### config.mk
export PLATFORM = sky130hd
export DESIGN_NAME = gpio_ctrl
export DESIGN_NICKNAME = d
export VERILOG_FILES = /design/src/rtl/gpio_ctrl.sv
export SDC_FILE = /design/constraint.sdc
export NUM_CORES = 2
export LEC_CHECK = 0
export CAP_MARGIN = 20
export CELL_PAD_IN_SITES_DETAIL_PLACEMENT = 0
export CELL_PAD_IN_SITES_GLOBAL_PLACEMENT = 1
export CORE_UTILIZATION = 48
export DETAILED_ROUTE_END_ITERATION = 16
export GPL_TIMING_DRIVEN = 0
export HOLD_SLACK_MARGIN = 0.05
export PLACE_DENSITY = 0.87
export SYNTH_ARGS = -nofsm -noshare
export SYNTH_HDL_FRONTEND = slang
export SYNTH_SLANG_ARGS = --single-unit
### constraint.sdc
create_clock -name clk -period 2.5 [get_ports clk]
set_clock_uncertainty 0.15 [all_clocks]
set_input_delay 0.375 -clock clk [delete_from_list [all_inputs] [get_ports clk]]
set_output_delay 0.375 -clock clk [all_outputs]
set_load 0.1 [all_outputs]
### src/rtl/gpio_ctrl.sv
// GPIO controller: pin register file, input synchroniser, per-pin glitch filter, edge/level IRQs.
// Ports: bus write (waddr_i/data_i/sel_i/we_i), bus read (raddr_i/rd_i -> data_o, 1-cycle latency),
//        pins (gpio_in_i raw in, gpio_out_o/gpio_oe_o out), irq_o = |(IP & IE).
module gpio_ctrl #(
  parameter int GPIO_W      = 32,
  parameter int SYNC_STAGES = 2,
  parameter int FILT_W      = 8
) (
  input  logic              clk,
  input  logic              rst,
  input  logic [7:0]        waddr_i,
  input  logic [31:0]       data_i,
  input  logic [3:0]        sel_i,
  input  logic              we_i,
  input  logic [7:0]        raddr_i,
  input  logic              rd_i,
  output logic [31:0]       data_o,
  input  logic [GPIO_W-1:0] gpio_in_i,
  output logic [GPIO_W-1:0] gpio_out_o,
  output logic [GPIO_W-1:0] gpio_oe_o,
  output logic              irq_o
);

  localparam logic [7:0] ADDR_DIN  = 8'h00;
  localparam logic [7:0] ADDR_OPT  = 8'h04;
  localparam logic [7:0] ADDR_OEC  = 8'h08;
  localparam logic [7:0] ADDR_IE   = 8'h0C;
  localparam logic [7:0] ADDR_ITYP = 8'h10;
  localparam logic [7:0] ADDR_IPOL = 8'h14;
  localparam logic [7:0] ADDR_IP   = 8'h18;
  localparam logic [7:0] ADDR_SET  = 8'h1C;
  localparam logic [7:0] ADDR_CLR  = 8'h20;
  localparam logic [7:0] ADDR_TGL  = 8'h24;
  localparam logic [7:0] ADDR_FILT = 8'h28;

  // Register file
  logic [GPIO_W-1:0] r_opt;
  logic [GPIO_W-1:0] r_oec;
  logic [GPIO_W-1:0] r_ie;
  logic [GPIO_W-1:0] r_ityp;
  logic [GPIO_W-1:0] r_ipol;
  logic [GPIO_W-1:0] r_ip;
  logic [FILT_W-1:0] r_filt;
  logic [31:0]       r_rdata;

  // Input path
  logic [GPIO_W-1:0] r_sync [SYNC_STAGES];
  logic [GPIO_W-1:0] r_f;
  logic [GPIO_W-1:0] r_f_d;
  logic [FILT_W-1:0] r_cnt  [GPIO_W];

  // Write data after byte-enable masking
  logic [31:0]       w_mask32;
  logic [31:0]       w_wdat32;
  logic [GPIO_W-1:0] w_wm;
  logic [GPIO_W-1:0] w_wd;
  logic [FILT_W-1:0] w_fm;
  logic [FILT_W-1:0] w_fd;

  logic [GPIO_W-1:0] w_s;
  logic [GPIO_W-1:0] w_edge;
  logic [GPIO_W-1:0] w_lvl;
  logic [GPIO_W-1:0] w_evt;
  logic [GPIO_W-1:0] w_ip_set;
  logic [GPIO_W-1:0] w_ip_clr;
  logic [31:0]       w_rdata;

  always_comb begin
    w_mask32 = {{8{sel_i[3]}}, {8{sel_i[2]}}, {8{sel_i[1]}}, {8{sel_i[0]}}};
    w_wdat32 = data_i & w_mask32;
    w_wm     = w_mask32[GPIO_W-1:0];
    w_wd     = w_wdat32[GPIO_W-1:0];
    w_fm     = w_mask32[FILT_W-1:0];
    w_fd     = w_wdat32[FILT_W-1:0];
  end

  assign w_s = r_sync[SYNC_STAGES-1];

  // Event sources: both computed for every pin, ITYP selects per pin
  assign w_edge   = (r_ipol & r_f & ~r_f_d) | (~r_ipol & ~r_f & r_f_d);
  assign w_lvl    = (r_ipol & r_f) | (~r_ipol & ~r_f);
  assign w_evt    = (r_ityp & w_edge) | (~r_ityp & w_lvl);
  assign w_ip_set = w_evt & r_ie;
  assign w_ip_clr = (we_i && (waddr_i == ADDR_IP)) ? w_wd : '0;

  // Synchroniser and glitch filter
  always_ff @(posedge clk) begin
    if (rst) begin
      for (int s = 0; s < SYNC_STAGES; s++) r_sync[s] <= '0;
      for (int i = 0; i < GPIO_W; i++) r_cnt[i] <= '0;
      r_f   <= '0;
      r_f_d <= '0;
    end else begin
      r_sync[0] <= gpio_in_i;
      for (int s = 1; s < SYNC_STAGES; s++) r_sync[s] <= r_sync[s-1];
      r_f_d <= r_f;
      for (int i = 0; i < GPIO_W; i++) begin
        if (w_s[i] == r_f[i]) begin
          r_cnt[i] <= '0;
        end else if ((r_cnt[i] == r_filt) || (&r_cnt[i])) begin
          // All-ones covers a threshold lowered below a count in progress
          r_f[i]   <= w_s[i];
          r_cnt[i] <= '0;
        end else begin
          r_cnt[i] <= r_cnt[i] + FILT_W'(1);
        end
      end
    end
  end

  // Register writes and interrupt pending
  always_ff @(posedge clk) begin
    if (rst) begin
      r_opt  <= '0;
      r_oec  <= '0;
      r_ie   <= '0;
      r_ityp <= '0;
      r_ipol <= '0;
      r_ip   <= '0;
      r_filt <= '0;
    end else begin
      if (we_i) begin
        case (waddr_i)
          ADDR_OPT:  r_opt  <= (r_opt & ~w_wm) | w_wd;
          ADDR_SET:  r_opt  <= r_opt | w_wd;
          ADDR_CLR:  r_opt  <= r_opt & ~w_wd;
          ADDR_TGL:  r_opt  <= r_opt ^ w_wd;
          ADDR_OEC:  r_oec  <= (r_oec & ~w_wm) | w_wd;
          ADDR_IE:   r_ie   <= (r_ie & ~w_wm) | w_wd;
          ADDR_ITYP: r_ityp <= (r_ityp & ~w_wm) | w_wd;
          ADDR_IPOL: r_ipol <= (r_ipol & ~w_wm) | w_wd;
          ADDR_FILT: r_filt <= (r_filt & ~w_fm) | w_fd;
          default:   ;
        endcase
      end
      // Set after clear: a new event beats a simultaneous W1C
      r_ip <= (r_ip & ~w_ip_clr) | w_ip_set;
    end
  end

  // Read mux; SET/CLR/TGL and unmapped addresses read 0
  always_comb begin
    w_rdata = '0;
    case (raddr_i)
      ADDR_DIN:  w_rdata[GPIO_W-1:0] = r_f;
      ADDR_OPT:  w_rdata[GPIO_W-1:0] = r_opt;
      ADDR_OEC:  w_rdata[GPIO_W-1:0] = r_oec;
      ADDR_IE:   w_rdata[GPIO_W-1:0] = r_ie;
      ADDR_ITYP: w_rdata[GPIO_W-1:0] = r_ityp;
      ADDR_IPOL: w_rdata[GPIO_W-1:0] = r_ipol;
      ADDR_IP:   w_rdata[GPIO_W-1:0] = r_ip;
      ADDR_FILT: w_rdata[FILT_W-1:0] = r_filt;
      default:   w_rdata = '0;
    endcase
  end

  always_ff @(posedge clk) begin
    if (rst) begin
      r_rdata <= '0;
    end else if (rd_i) begin
      r_rdata <= w_rdata;
    end
  end

  assign data_o     = r_rdata;
  assign gpio_out_o = r_opt;
  assign gpio_oe_o  = r_oec;
  assign irq_o      = |(r_ip & r_ie);

endmodule

==> reports/metrics.cfg <==
[outcome]
outcome = finished with violations
failed_checks = negative setup slack

[yosys]
synth_area_um2 = 33400
synth_warnings = 0
synth_top_area_share_pct = 23.0
synth-seq-cells = 616
synth_area_leaders = edfxtp_1 23%, dfxtp_1 22%, xor2_1 8.1%, mux2i_1 7.2%, nor2_1 4.9%
synth-edff-count = 256
yosysTopAreaCell = edfxtp_1
yosysMostFrequentCell = nor2_1
ys_types = 65
async_reset_ff_share_pct = 0
seq_area_frac_synth_pct = 44.5
synth_area_per_cell_um2 = 10.1
netlist_instances = 3302
synth.cells.most_frequent = 440 x nor2_1, 360 x dfxtp_1, 308 x xor2_1
synth-main-ff-cell = dfxtp_1

[power]
ir_drop_mv = 0.505
p_leak_nw = 16.5
power_density_nw_per_um2 = 573

[timing]
drv_slew = 0
max_freq_mhz = 365
fin_ws_ns = -0.239
rsz0062_at_grt = true
setup_viol = 26
worstMarginPinSlew_ns = 1.10
maxSlewHeadroom_pct = 26.8
min_period_over_period_pct = 110
fin_crit_ns = 2.74
hold_violations = 0

[die]
die_x_um = 266
fp.coreArea_um2 = 68800
die_area_um2 = 70700
fp.dieH_um = 266
initial_core_util_pct = 48.6
rows = 96
pin_count = 185

[routing]
antenna_left = 0
vias = 26700
route.detailed.drc = 0
via_per_inst = 5.56
drt_iter0_drc = 2559
routed_wl_mm = 105
wire_per_inst_um = 21.9
drt_pre_antenna_iters = 5

[worst_setup_path]
critPathCaptureType = output pin
r2r_slack_ns = 0.07
cp_num_buf_inv = 1
crit_required_ns = 1.98
cp_slowest_cell = or4_4
crit_chain = a22oi_2 -> nand4_1 -> or4_4 -> buf_8
critPathTopFamily = simple AND/OR/NAND/NOR gates
cpPeakStageDelay_ns = 0.57
critPathLaunchType = flop
cp.arrival_ns = 2.21
critPathMaxFanout = 4
critical_path_class = reg2out

[placed_design]
dpl-instance-area_um2 = 37400
globalplace.congestion = 1.01
port-buffer-count = 181
dp_hpwl_mm = 77.4
pre_cts_ws_ns = -1.46

[global_route]
overflow = 0
grt_pass1_wl_mm = 156
track_usage_pct = 29.4
grt_max_degree = 14
grt_antenna_before_repair = 2
grt_pass1_vias = 25600

[cts]
cts_sinks = 616
cts_root_buf = clkbuf_16
numCtsBuffers = 70
clk_pin_slew_ns = 0.06
cts_tree = done
clk_latency_ns = 0.62
cts_max_path_buffers = 3
h-tree-depth = 3

[layout]
drive_gt1_share_pct = 8.52
fillCellCount = 6126
multi_input_area_um2 = 18700
regArea_um2 = 14900
fin_area_um2 = 40000
layout.nets = 4033
syn2layout_area_growth_pct = 19.6

[job]
cap_violations = 0

[min_path]
holdCritStartpoint = raddr_i[5]
hp-class = in2reg

-- cells in the final DEF, fill, tap and decap left out, drive strengths merged, types with 44 or more instances in the layout --
master and count:
o21ai 71, nand2 166, dfxtp 360, mux2i 241
inv 102, xor2 308, a22oi 44, buf 61
nand2b 143, a21oi 62, conb 256, nand3 80
edfxtp 256, nor2b 99, nor4 58, clkbuf 200
dlygate4sd2 75, xnor2 172, nor2 441, ha 128
clkdlybuf4s50 84, nor3 45
-- stage by stage --
step	util [%]	power (mW)	setup TNS (ns)	hold slack [ns]	std cells
2_1_floorplan	-	12.0	0	0.264	3557
3_3_place_gp	54.3	12.6	-491.14	0.267	4669
3_5_place_dp	54.3	12.7	-495.99	0.271	4670
4_1_cts	57.7	23.0	-0.205	0.127	4797
5_1_grt	58.1	23.6	-0.997	0.155	4802
6_report	58.1	22.9	-1.41	0.147	4806
-- repair_timing --
action,CTS,global route
setup endpoints to repair,675,336
setup buffers,1,5
hold buffers,0,0
pin swaps,2,12
gates resized for setup,177,68
-- tightest hold or removal path, delay by kind of cell --
kind,cells,cell delay [ns]
AO/OA/AOI/OAI,2,0.30
buffers and inverters,1,0.11
AND/OR/NAND/NOR,1,0.07
-- logic make-up (layout without fill, tap and decap cells) --
group	count (synthesis)	count (layout)	synth area share (%)
xor gates and xnor gates	480	480	12.6
buffers and inverters	252	566	3.09
adders and majority gates	128	128	4.79
other	1	260	0.0112
AOI/OAI and AO/OA	356	356	7.72
and+or+nand+nor	1169	1169	17.2
muxes	300	300	10.1
DFF	616	616	44.5
-- routing by layer --
metal / vias to the layer above / routed length [µm] / global-route usage [%]
met1: 13000 / 44800 / 39.7
met3: 245 / 8780 / 5.68
met2: 1092 / 47500 / 46.4
met5: - / 0 / 0
li1: 12400 / - / -
met4: 0 / 4080 / 11.3
-- where the power goes --
group          leakage, nW  internal, mW  switching, mW
Combinational         9.80         0.596          0.950
Sequential            5.56          10.7          0.277
Clock                 1.14          6.16           4.24
-- final cells by class --
class                           instances  area share [%]
Multi-Input combinational cell       2689            46.7
Sequential cell                       616            37.2
Clock buffer                          103            5.18
Timing Repair Buffer                  188            4.55
Tap cell                              931            2.91
Buffer                                151            1.92
Inverter                              101           0.948
Clock inverter                         23           0.541
Antenna cell                            4          0.0250
-- path summary, 6_finish.rpt --
kind,end,cells after the start
min reg2reg,r_sync[0][34],1
max reg2reg,r_cnt[0][2],6
min,data_o[4],4
max,irq_o,4
Power figures use the tool's default switching activity.
